File: src/rtl/hazard_ctrl.sv
`default_nettype none
// ============================================================================
// Module   : hazard_ctrl
// Purpose  : EX-stage forwarding selects, pipeline stall/flush generation,
//            multi-cycle FP sequencing and stop-instruction halt.
// Revision : 1.0 - initial release
// ============================================================================
module hazard_ctrl #(
  parameter int REG_WIDTH = 4,
  parameter int FP_LAT    = 4
) (
  input  logic                 clk,
  input  logic                 rst,
  input  logic [REG_WIDTH-1:0] rsD_i,
  input  logic [REG_WIDTH-1:0] rtD_i,
  input  logic [REG_WIDTH-1:0] rsE_i,
  input  logic [REG_WIDTH-1:0] rtE_i,
  input  logic [REG_WIDTH-1:0] WriteRegE_i,
  input  logic                 RegWriteE_i,
  input  logic                 MemReadE_i,
  input  logic [REG_WIDTH-1:0] WriteRegM_i,
  input  logic                 RegWriteM_i,
  input  logic [REG_WIDTH-1:0] WriteRegW_i,
  input  logic                 RegWriteW_i,
  input  logic                 BranchTakenM_i,
  input  logic                 JumpD_i,
  input  logic                 FloatingE_i,
  input  logic                 StopW_i,
  output logic [1:0]           alu_src1_o,
  output logic [1:0]           alu_src2_o,
  output logic                 stall_IF_o,
  output logic                 stall_IF_ID_o,
  output logic                 stall_ID_EX_o,
  output logic                 stall_EX_MEM_o,
  output logic                 flush_IF_ID_o,
  output logic                 flush_ID_EX_o,
  output logic                 flush_EX_MEM_o,
  output logic                 fp_start_o,
  output logic                 fp_busy_o,
  output logic                 halted_o
);

  typedef enum logic [1:0] {
    RUN     = 2'd0,
    FP_WAIT = 2'd1,
    HALT    = 2'd2
  } state_t;

  // The start cycle counts as one occupancy cycle and the release cycle
  // (cnt==0) as another, hence the -2.
  localparam logic [3:0] c_FP_INIT = 4'(FP_LAT - 2);

  state_t     r_state;
  state_t     w_nextState;
  logic [3:0] r_cnt;
  logic [3:0] w_nextCnt;
  logic       w_loadUse;

  always_ff @(posedge clk) begin
    if (rst) begin
      r_state <= RUN;
      r_cnt   <= 4'd0;
    end else begin
      r_state <= w_nextState;
      r_cnt   <= w_nextCnt;
    end
  end

  // MEM result is younger than WB, so it wins when both match.
  always_comb begin
    alu_src1_o = 2'd0;
    alu_src2_o = 2'd0;
    if (!rst) begin
      if (RegWriteM_i && (WriteRegM_i == rsE_i))      alu_src1_o = 2'd1;
      else if (RegWriteW_i && (WriteRegW_i == rsE_i)) alu_src1_o = 2'd2;
      if (RegWriteM_i && (WriteRegM_i == rtE_i))      alu_src2_o = 2'd1;
      else if (RegWriteW_i && (WriteRegW_i == rtE_i)) alu_src2_o = 2'd2;
    end
  end

  assign w_loadUse = MemReadE_i && RegWriteE_i &&
                     ((WriteRegE_i == rsD_i) || (WriteRegE_i == rtD_i));

  always_comb begin
    w_nextState    = r_state;
    w_nextCnt      = r_cnt;
    stall_IF_o     = 1'b0;
    stall_IF_ID_o  = 1'b0;
    stall_ID_EX_o  = 1'b0;
    stall_EX_MEM_o = 1'b0;
    flush_IF_ID_o  = 1'b0;
    flush_ID_EX_o  = 1'b0;
    flush_EX_MEM_o = 1'b0;
    fp_start_o     = 1'b0;
    fp_busy_o      = 1'b0;
    halted_o       = 1'b0;
    if (!rst) begin
      case (r_state)
        RUN: begin
          if (StopW_i) begin
            flush_IF_ID_o  = 1'b1;
            flush_ID_EX_o  = 1'b1;
            flush_EX_MEM_o = 1'b1;
            w_nextState    = HALT;
          end else if (BranchTakenM_i) begin
            flush_IF_ID_o  = 1'b1;
            flush_ID_EX_o  = 1'b1;
            flush_EX_MEM_o = 1'b1;
          end else if (FloatingE_i) begin
            stall_IF_o     = 1'b1;
            stall_IF_ID_o  = 1'b1;
            stall_ID_EX_o  = 1'b1;
            flush_EX_MEM_o = 1'b1;
            fp_start_o     = 1'b1;
            w_nextCnt      = c_FP_INIT;
            w_nextState    = FP_WAIT;
          end else if (w_loadUse) begin
            stall_IF_o    = 1'b1;
            stall_IF_ID_o = 1'b1;
            flush_ID_EX_o = 1'b1;
          end else if (JumpD_i) begin
            flush_IF_ID_o = 1'b1;
          end
        end
        FP_WAIT: begin
          fp_busy_o = 1'b1;
          if (r_cnt != 4'd0) begin
            stall_IF_o     = 1'b1;
            stall_IF_ID_o  = 1'b1;
            stall_ID_EX_o  = 1'b1;
            flush_EX_MEM_o = 1'b1;
            w_nextCnt      = r_cnt - 4'd1;
          end else begin
            w_nextState = RUN;
          end
        end
        HALT: begin
          stall_IF_o     = 1'b1;
          stall_IF_ID_o  = 1'b1;
          stall_ID_EX_o  = 1'b1;
          stall_EX_MEM_o = 1'b1;
          halted_o       = 1'b1;
        end
        default: begin
          w_nextState = RUN;
          w_nextCnt   = 4'd0;
        end
      endcase
    end
  end

endmodule
`default_nettype wire

File: config.mk
export PLATFORM = sky130hd
export DESIGN_NAME = hazard_ctrl
export DESIGN_NICKNAME = d
export VERILOG_FILES = /design/src/rtl/hazard_ctrl.sv
export SDC_FILE = /design/constraint.sdc
export NUM_CORES = 1
export LEC_CHECK = 0
export CORE_ASPECT_RATIO = 1.25
export CORE_UTILIZATION = 36
export DETAILED_ROUTE_END_ITERATION = 8
export DONT_BUFFER_PORTS = 1
export PLACE_DENSITY = 0.58
export SLEW_MARGIN = 10
export SYNTH_ARGS = -nofsm -noshare
export SYNTH_HDL_FRONTEND = slang
export SYNTH_SLANG_ARGS = --single-unit
export TNS_END_PERCENT = 10
File: constraint.sdc
create_clock -name clk -period 1.95 [get_ports clk]
set_clock_uncertainty 0.05 [all_clocks]
set_input_delay 0.39 -clock clk [delete_from_list [all_inputs] [get_ports clk]]
set_output_delay 0.39 -clock clk [all_outputs]
set_load 0.005 [all_outputs]
Yosys cells after proc, flatten, opt, wreduce, memory -nomap -nowiden:

Cells that the tools add are included.

* mux-type cells: 50
* reductions and logical operators: 11
* add/subtract/negate cells: 1
* bitwise gates (word level): 1
* equal/unequal tests: 15

Operators by type and width (number)
* 1-bit two-way mux: 31
* 4-bit == test: 6
* 2-bit two-way mux: 10
* 4-bit two-way mux: 4
* 4-bit case mux with 3 select lines: 1
* 2-bit inequality test (second input constant): 5
* 1-bit logical AND: 6
* 3-bit inequality test (second input constant): 2
* 1-bit case mux with 3 select lines: 2
* 2-bit case mux with 3 select lines: 1
* 5-bit AND reduction: 1
* 4-bit AND reduction: 1
* 4-bit nonzero test: 1
* 4-bit by 1-bit subtractor with 4-bit output (second input constant): 1
* 2-bit by 1-bit == test with 1-bit output (second input constant): 1
* 2-bit == test (second input constant): 1
* 2-bit zero test: 1
* 1-bit case mux with 2 select lines: 1
* 1-bit logical OR: 1
* 1-bit NOT: 1

* bits of input ports: 38
* output and inout bits: 14
* logic and storage cells: 80
* register bits after elaboration: 6

Depth between registers and ports, before layout:

Gate-level depths: netlist of run 1.

* depth in word-level cells: 9
* gate-level depth with buffers: 7
* mapped depth without buffers: 6

Worst setup path after synthesis of run 1:

No wires, ideal clock.

* kind: flip-flop to output port
* start: register r_cnt[0]
* end: output stall_IF_o
* required time: 1.510 ns
* data arrival time: 1.495 ns
* buffers on the path: 1
* stages on the path, launching flop included: 8
* setup slack: 0.015 ns
* cells stage by stage: dfxtp_1 inv_1 ha_1 or3b_2 nand3b_1 a21oi_1 o21bai_1 buf_4

* cells in the longest elaborated chain, start to end: 4

Ends and longest elaborated chain
* from (decl): RTL line 55 `logic [3:0] r_cnt;`
* from (signal assigned): RTL line 65 `r_cnt <= w_nextCnt;`
* 4-bit nonzero test: RTL line 127 `if (r_cnt != 4'd0) begin`
* 1-bit two-way mux
* 1-bit case mux with 3 select lines
* 1-bit two-way mux
* to (decl): RTL line 31 `output logic stall_IF_o,`

No other way between the ends.

Final worst setup path of run 1:

Same ends and word-level chain as after synthesis.

==> impl_metrics.py, run 1 <==
metrics = {
    "outcome": {
        "status": "finished, violations left",
        "failed_checks": "setup timing",
    },
    "floorplan": {
        "die_x_um": 43.2,
        "rows": 18,
        "dieArea_um2": 2310,
        "initial_utilization": 0.385,
        "core-area_um2": 1980,
        "pin_count": 52,
        "die_h_um": 53.5,
    },
    "placement": {
        "dp.cells": 118,
        "place_area_um2": 785,
        "numPortBuffers": 0,
        "dp_hpwl_um": 1440,
        "gp_congestion": 0.790,
    },
    "setup_path": {
        "crit_required_ns": 1.51,
        "endpoint_kind": "output pin",
        "crit_family": "simple AND/OR/NAND/NOR gates",
        "crit_type": "flop to output pin",
        "ff2ff_path_depth": 6,
        "worst_ep_arrival_time_ns": 1.56,
        "critical_path_depth": 6,
        "slowest_delay_ns": 0.37,
        "crit_chain": "inv_2, ha_4, or3b_4, nand3b_1, a21oi_2, o21bai_4",
        "worst-path-max-fanout": 2,
        "critPathBufInv": 1,
        "worst_path_max_delay_cell": "or3b_4",
        "critPathLaunchType": "flop",
    },
    "synth": {
        "yosysWarningCount": 0,
        "ys_top_cells_by_area": "dfxtp_1 16%, xnor2_1 14%, xor2_1 10%",
        "synth_area_um2": 763,
        "synth_cell_types": 36,
        "ys_ff_latch": 6,
        "syn_nets": 140,
        "yosysTopAreaCell": "dfxtp_1",
        "synth.avg_cell_area_um2": 7.63,
        "synth_top_area_share": 0.157,
        "async_flop_share": 0,
        "synth_top_flop_cell": "dfxtp_1",
        "syn_inst": 100,
        "ys_seq_area_frac": 0.157,
        "synth-edff-count": 0,
    },
    "final_layout": {
        "antenna_cells": 0,
        "instances_no_fill": 124,
        "drive_gt1_frac": 0.212,
        "final_common_cell": "xnor2_1",
        "multi_input_area_um2": 629,
        "nets": 146,
        "area_delta_synth_final_pct": 13.6,
        "seq_area_um2": 123,
        "final_cell_mix": "12 x xnor2_1, 9 x xor2_1, 6 x o21ai_0, 6 x buf_4, 5 x a21oi_1",
        "fin_area_um2": 867,
        "fillCellCount": 204,
    },
    "cts": {
        "cts.sinks": 6,
        "clk_path_buf_depth": 2,
        "cts_hold_buffers": 0,
        "clk_latency_ns": 0.26,
        "path_clk_slew_ns": 0.05,
        "clockRootBuffer": "clkbuf_4",
        "h-tree-depth": 1,
        "numCtsBuffers": 3,
        "cts_tree": "done",
    },
    "grt": {
        "grt-ovfl-total": 0,
        "grt_pass1_wl_um": 3060,
        "antenna_found_initial": 0,
        "grt_max_degree": 14,
        "grt_util_all_layers": 0.181,
        "grt_pass1_vias": 726,
    },
    "drt": {
        "drc": 0,
        "drtAntennaViolNets": 0,
        "drt_iter0_drc": 5,
        "wirelength_um": 1860,
        "firstDrtPassIters": 4,
        "routedWlPerCell_um": 15.0,
        "vias": 756,
        "viasPerCell": 6.10,
    },
    "sta": {
        "clock.fmax_mhz": 500,
        "slew_viol_final": 0,
        "fin_setup_tns_ns": -0.101,
        "setup_viol": 2,
        "fin_ws_ns": -0.0507,
        "fin_hold_ws_ns": 0.136,
        "slew_headroom": 0.712,
        "worst_slew_pin_slew_ns": 0.426,
        "grt_setup_unrepaired": "true",
        "min_period_ns": 2.00,
        "hold_viol": 0,
        "fin_crit_sh": 1.03,
    },
    "job": {
        "maxCapViolCount": 0,
    },
    "power_and_ir_drop": {
        "power_density_nw_per_um2": 450,
        "p_total_uw": 390,
        "leakagePower_uw": 0.000314,
        "ir_drop_mv": 0.237,
    },
    "hold_path": {
        "holdPathStages": 1,
        "hp-class": "primary input to flop",
    },
}
## cells in the mapped netlist (2+ instances only)
cell	number
a21oi_1	6
nor2_1	4
ha_1	2
nand4b_1	2
xnor2_1	12
a211oi_1	2
clkbuf_1	2
xor2_1	9
buf_4	2
or3_1	3
nor3b_1	3
nand2_1	3
o21ai_0	6
nor3_1	4
inv_1	6
nand3_1	4
dfxtp_1	6
nand2b_1	4
o21bai_1	2
nor4b_1	2
## kinds of logic after synthesis
group | synth area share
AOI/OAI and AO/OA | 0.192
xor gates and xnor gates | 0.241
adders and majority gates | 0.0328
buffers and inverters | 0.0639
DFF | 0.157
and+or+nand+nor | 0.313
## per-stage QoR
step / utilization / worst slack (ns)
2_1_floorplan: - / 0.0147
3_3_place_gp: 0.396 / 0.101
3_5_place_dp: 0.396 / 0.0413
4_1_cts: 0.431 / -0.0367
5_1_grt: 0.438 / -0.104
6_report: 0.438 / -0.0507
## metal layers
layer  GRT usage  vias up  routed length (um)
li1            -      366                   -
met1       0.185      346                 671
met2       0.306       35                 987
met3      0.0717        9                 135
met4       0.111        0                  61
met5           0        -                   0
## sequential cells by signal, summed over array words and instances, names as in the netlist
name / cells
r_cnt: 4
r_state: 2
## final timing paths
check                 from         end  slack, ns
setup reg to reg  r_cnt[0]    r_cnt[3]       0.15
hold reg to reg   r_cnt[1]    r_cnt[1]       0.42
hold / removal         rst    r_cnt[0]       0.14
setup / recovery  r_cnt[0]  stall_IF_o      -0.05
## layout make-up
class | count | share of cell area
clock buffer | 3 | 0.0260
tap | 20 | 0.0289
multi-input combinational | 83 | 0.726
inverter | 6 | 0.0260
timing repair buffer | 6 | 0.0519
sequential | 6 | 0.141
## what timing repair did
item                       in CTS  in global routing
pin swaps                       2                  2
gates resized for setup        10                  1
gates cloned                    0                  0
setup endpoints to repair       4                  3
setup buffers                   2                  1
## report_power, final
| group | internal [uW] | leakage, uW | switching (uW) | total, uW |
|---|---|---|---|---|
| Sequential | 129 | 0.0000499 | 7.83 | 137 |
| Combinational | 72.1 | 0.000250 | 54.3 | 126 |
| Clock | 70.4 | 0.0000138 | 56.0 | 126 |
| Total | 272 | 0.000314 | 118 | 390 |
No activity file was read; power rests on OpenSTA's default activity.
==> run 2: changes to the inputs <==
==> constraint.sdc (replaced) <==
create_clock -name clk -period 2.3 [get_ports clk]
set_clock_uncertainty 0.05 [all_clocks]
set_input_delay 0.46 -clock clk [delete_from_list [all_inputs] [get_ports clk]]
set_output_delay 0.46 -clock clk [all_outputs]
set_load 0.005 [all_outputs]
==> impl_metrics.py, run 2 (synthesized netlist as in run 1, its figures left out) <==
metrics = {
    "power_and_ir_drop": {
        "leakagePower_uw": 0.000279,
        "power_density_nw_per_um2": 393,
        "ir_drop_mv": 0.233,
    },
    "sta": {
        "hold_viol": 0,
        "slew_viol_final": 0,
        "worst_slew_pin_slew_ns": 0.528,
        "min_period_ns": 2.19,
        "setup_viol": 0,
        "slew_headroom": 0.647,
        "fin_crit_sh": 0.953,
        "fin_setup_tns_ns": 0,
        "clock.fmax_mhz": 456,
        "grt_setup_unrepaired": "false",
    },
    "drt": {
        "vias": 707,
        "drtAntennaViolNets": 0,
        "firstDrtPassIters": 3,
        "drt_iter0_drc": 11,
        "viasPerCell": 5.99,
        "drc": 0,
        "wirelength_um": 1600,
        "routedWlPerCell_um": 13.6,
    },
    "final_layout": {
        "biggestRegsByFlops": "r_cnt (4), r_state (2)",
        "fin_area_um2": 795,
        "area_delta_synth_final_pct": 4.10,
        "instances_no_fill": 118,
        "top_register": "r_cnt",
        "drive_gt1_frac": 0.133,
        "largest_register_ffs": 4,
        "antenna_cells": 0,
        "final_util": 0.401,
        "nets": 140,
        "final_cell_mix": "12 x xnor2_1, 9 x xor2_1, 6 x o21ai_0, 6 x dfxtp_1, 5 x a21oi_1",
        "final_common_cell": "xnor2_1",
    },
    "setup_path": {
        "slowest_delay_ns": 0.45,
        "r2r_start": "r_state[0]",
        "critical_path_depth": 6,
        "crit_family": "simple AND/OR/NAND/NOR gates",
        "worst_path_max_delay_cell": "or3b_2",
        "rr_endpoint": "r_cnt[3]",
        "worst-path-max-fanout": 3,
        "ff2ff_path_depth": 4,
        "crit_type": "flop to output pin",
        "critPathLaunchType": "flop",
        "cp-endpoint": "stall_IF_o",
        "endpoint_kind": "output pin",
        "crit_required_ns": 1.79,
        "worst_ep_arrival_time_ns": 1.68,
        "ff2ff_setup_slack_ns": 0.48,
        "crit_start": "r_cnt[0]",
        "critPathBufInv": 1,
        "crit_chain": "inv_2, ha_2, or3b_2, nand3b_1, a21oi_2, o21bai_2",
    },
    "cts": {
        "path_clk_slew_ns": 0.05,
        "cts_tree": "done",
        "post-cts-setup-buffers": 0,
        "h-tree-depth": 1,
        "clockRootBuffer": "clkbuf_4",
        "numCtsBuffers": 3,
        "cts_hold_buffers": 0,
        "cts.sinks": 6,
        "clk_path_buf_depth": 2,
        "clk_latency_ns": 0.25,
    },
    "floorplan": {
        "dieArea_um2": 2310,
        "initial_utilization": 0.385,
        "die_x_um": 43.2,
        "core-area_um2": 1980,
        "pin_count": 52,
        "rows": 18,
        "die_h_um": 53.5,
    },
    "grt": {
        "grt_util_all_layers": 0.147,
        "grt_pass1_wl_um": 2570,
        "grt-ovfl-total": 0,
        "grt_max_degree": 14,
        "grt_pass1_vias": 642,
        "antenna_found_initial": 0,
    },
    "placement": {
        "gp_congestion": 0.768,
        "numPortBuffers": 0,
        "place_area_um2": 762,
        "dp.cells": 115,
        "dp_hpwl_um": 1340,
    },
    "outcome": {
        "status": "finished, final reports clean",
    },
    "job": {
        "maxCapViolCount": 0,
    },
    "hold_path": {
        "hp-class": "primary input to flop",
        "worstHoldStart": "rst",
    },
}
-- run 2: worst min-delay path by stage --
stage	to	slack (ns)	cells after the start
after floorplan	r_cnt[0]	0.39	2
after global placement	r_cnt[0]	0.40	2
after detailed placement	r_cnt[1]	0.41	2
after CTS	r_cnt[1]	0.22	1
after global routing	r_cnt[0]	0.21	1
final	r_cnt[1]	0.22	1
-- run 2: report_power, final --
group / internal [uW] / switching, uW / total, uW
registers: 109 / 8.88 / 118
logic: 52.2 / 38.9 / 91.0
clock network: 59.4 / 43.7 / 103
total: 221 / 91.5 / 312
-- run 2: per-layer routing --
layer  wire length, um  GRT usage
met1               636      0.164
met2               827      0.261
met3               130     0.0580
met4                 9     0.0303
met5                 0          0
-- run 2: metrics by stage --
stage                     total power (uW)  setup slack [ns]  hold slack (ns)
after global placement                 209             0.378            0.399
after CTS                              314            0.0701            0.219
after detailed placement               210             0.340            0.407
after global routing                   339           0.00141            0.209
final                                  312             0.108            0.222
after floorplan                        203             0.295            0.391
-- run 2: cell type report --
cell class,count,area [um^2]
inverters,6,22.5
multi-input cells,83,604
fillers,217,1190
flip-flops and latches,6,120
well taps,20,25.0
clock buffers,3,22.5
-- run 2: worst register-to-register path: stages, from the launching register on --
cell	delay [ns]
dfxtp_1	0.42
or4b_4	0.60
a2bb2oi_2	0.18
or3_1	0.37
a21oi_1	0.14
-- run 2: what timing repair did --
| item | 4_1_cts | 5_1_grt |
|---|---|---|
| setup endpoints to repair | 0 | 2 |
| resized for setup | 0 | 5 |
| hold endpoints to repair | 0 | 0 |
==> run 3: changes to the inputs <==
--- a/config.mk
+++ b/config.mk
@@ -5,11 +5,11 @@
 export SDC_FILE = /design/constraint.sdc
 export NUM_CORES = 1
 export LEC_CHECK = 0
-export CORE_ASPECT_RATIO = 1.25
-export CORE_UTILIZATION = 36
+export ABC_AREA = 1
+export CORE_UTILIZATION = 55
 export DETAILED_ROUTE_END_ITERATION = 8
 export DONT_BUFFER_PORTS = 1
-export PLACE_DENSITY = 0.58
+export PLACE_DENSITY = 0.78
 export SLEW_MARGIN = 10
 export SYNTH_ARGS = -nofsm -noshare
 export SYNTH_HDL_FRONTEND = slang
==> impl_metrics.py, run 3 <==
metrics = {
    "power_and_ir_drop": {
        "ir_drop_mv": 0.212,
        "leakagePower_uw": 0.000481,
        "power_density_nw_per_um2": 355,
    },
    "outcome": {
        "status": "finished, final reports clean",
    },
    "cts": {
        "post-cts-setup-buffers": 0,
        "path_clk_slew_ns": 0.05,
        "cts.sinks": 6,
        "cts_hold_buffers": 0,
        "postCtsResizedCells": 0,
        "clk_path_buf_depth": 2,
        "h-tree-depth": 1,
        "cts_tree": "done",
        "clk_latency_ns": 0.24,
        "clockRootBuffer": "clkbuf_4",
        "numCtsBuffers": 3,
    },
    "sta": {
        "clock.fmax_mhz": 512,
        "setup_viol": 0,
        "worst_slew_pin_slew_ns": 0.357,
        "fin_setup_tns_ns": 0,
        "min_period_ns": 1.95,
        "slew_headroom": 0.760,
        "slew_viol_final": 0,
        "hold_viol": 0,
        "fin_crit_sh": 0.848,
        "grt_setup_unrepaired": "false",
    },
    "synth": {
        "ys_ff_latch": 6,
        "yosysTopAreaCell": "nand2_1",
        "synthTopCellsByCount": "48 x nand2_1, 31 x inv_1, 19 x nor2_1",
        "yosysMostFrequentCell": "nand2_1",
        "synth_cell_types": 26,
        "async_flop_share": 0,
        "syn_nets": 201,
        "synth_top_flop_cell": "dfxtp_1",
        "synth-edff-count": 0,
        "ys_seq_area_frac": 0.138,
        "ys_top_cells_by_area": "nand2_1 21%, dfxtp_1 14%, inv_1 13%",
        "yosysWarningCount": 0,
        "syn_inst": 161,
        "synth.avg_cell_area_um2": 5.42,
        "synth_area_um2": 873,
        "synth_top_area_share": 0.206,
    },
    "setup_path": {
        "endpoint_kind": "output pin",
        "critPathLaunchType": "flop",
        "crit_required_ns": 1.79,
        "worst-path-max-fanout": 4,
        "worst_ep_arrival_time_ns": 1.44,
        "crit_type": "flop to output pin",
    },
    "final_layout": {
        "largest_register_ffs": 4,
        "antenna_cells": 0,
        "top_register": "r_cnt",
        "biggestRegsByFlops": "r_cnt (4), r_state (2)",
        "final_common_cell": "nand2_1",
        "nets": 202,
        "drive_gt1_frac": 0.0813,
        "area_delta_synth_final_pct": 1.43,
        "final_util": 0.595,
        "final_cell_mix": "48 x nand2_1, 31 x inv_1, 19 x nor2_1",
    },
    "job": {
        "maxCapViolCount": 0,
    },
    "floorplan": {
        "core-area_um2": 1490,
        "pin_count": 52,
        "rows": 14,
        "die_h_um": 41.9,
        "dieArea_um2": 1750,
        "die_x_um": 41.9,
        "initial_utilization": 0.587,
    },
    "grt": {
        "grt-ovfl-total": 0,
        "grt_max_degree": 17,
        "grt_pass1_vias": 813,
        "grt_pass1_wl_um": 2860,
        "antenna_found_initial": 0,
        "grt_util_all_layers": 0.199,
    },
    "drt": {
        "wl_met2_um": 818,
        "wl_met3_um": 125,
        "drt-met1-wl_um": 777,
        "viasPerCell": 5.19,
        "vias": 914,
        "drtAntennaViolNets": 0,
        "drt_iter0_drc": 7,
        "routedWlPerCell_um": 9.77,
        "top_layer_used": "met3",
        "wirelength_um": 1720,
        "firstDrtPassIters": 4,
        "drc": 0,
    },
    "hold_path": {
        "hp-class": "primary input to flop",
    },
    "placement": {
        "numPortBuffers": 0,
        "gp_congestion": 0.791,
        "dp_hpwl_um": 1440,
    },
}
-- run 3: changes by cell type in the layout (fill, tap and decap cells not counted), sizes merged, moves of 3 or more --
cell    delta
xor2       -6
nor2      +17
nor3b      -3
or3        -3
nand2     +47
o22ai      +3
nand2b     -4
a21oi      +8
inv       +28
o21ai      -4
xnor2      -9
-- run 3: power by group --
| group | total [uW] | internal, uW | switching [uW] |
|---|---|---|---|
| Combinational | 105 | 43.5 | 61.8 |
| Sequential | 114 | 109 | 4.86 |
| Clock | 95.3 | 58.9 | 36.4 |
-- run 3: kinds of logic (layout without fill, tap and decap cells) --
group	count (synthesis)	after routing	synth area share
compound gates	27	27	0.201
fa+ha+maj	2	2	0.0286
simple gates	82	82	0.393
flops	6	6	0.138
buf+inv	38	37	0.181
xor+xnor	6	6	0.0602
-- run 3: stage by stage --
step                      total power [uW]  setup WS [ns]  cell area [um^2]  instances  hold WS [ns]
after CTS                              320          0.338               886        176         0.223
after global placement                 218          0.565               863        173         0.425
after global routing                   341          0.194               886        176         0.225
after floorplan                        215          0.544               873        161         0.419
after detailed placement               221          0.531               863        173         0.444
final                                  314          0.349               886        176         0.229
-- run 3: worst max-delay path, cell delays in order, from the launching register on --
cell     delay (ns)
dfxtp_1        0.30
inv_1          0.12
ha_1           0.16
nand2_1        0.05
nor2_1         0.18
nor2_2         0.06
a21oi_1        0.16
nand2_1        0.07
nand2_1        0.06
inv_1          0.05
-- run 3: area by class of cell --
| type | count | area [um^2] |
|---|---|---|
| fill | 158 | 603 |
| tap | 16 | 20.0 |
| sequential | 6 | 120 |
| inverter | 34 | 128 |
| clock buffer | 3 | 22.5 |
| multi-input combinational | 117 | 596 |
-- run 3: path summary, 6_finish.rpt --
| check | cells after the start | slack, ns | to | startpoint |
|---|---|---|---|---|
| hold / removal | 1 | 0.23 | r_cnt[2] | rst |
| setup reg to reg | 9 | 0.95 | r_cnt[3] | r_cnt[0] |
| setup / recovery | 9 | 0.35 | stall_ID_EX_o | r_cnt[0] |
| hold reg to reg | 2 | 0.45 | r_cnt[3] | r_cnt[3] |
-- run 3: metal layers --
| layer | up-vias | global-route usage |
|---|---|---|
| li1 | 497 | - |
| met1 | 386 | 0.222 |
| met2 | 31 | 0.366 |
| met3 | 0 | 0.0652 |
| met4 | 0 | 0.0387 |
| met5 | - | 0 |
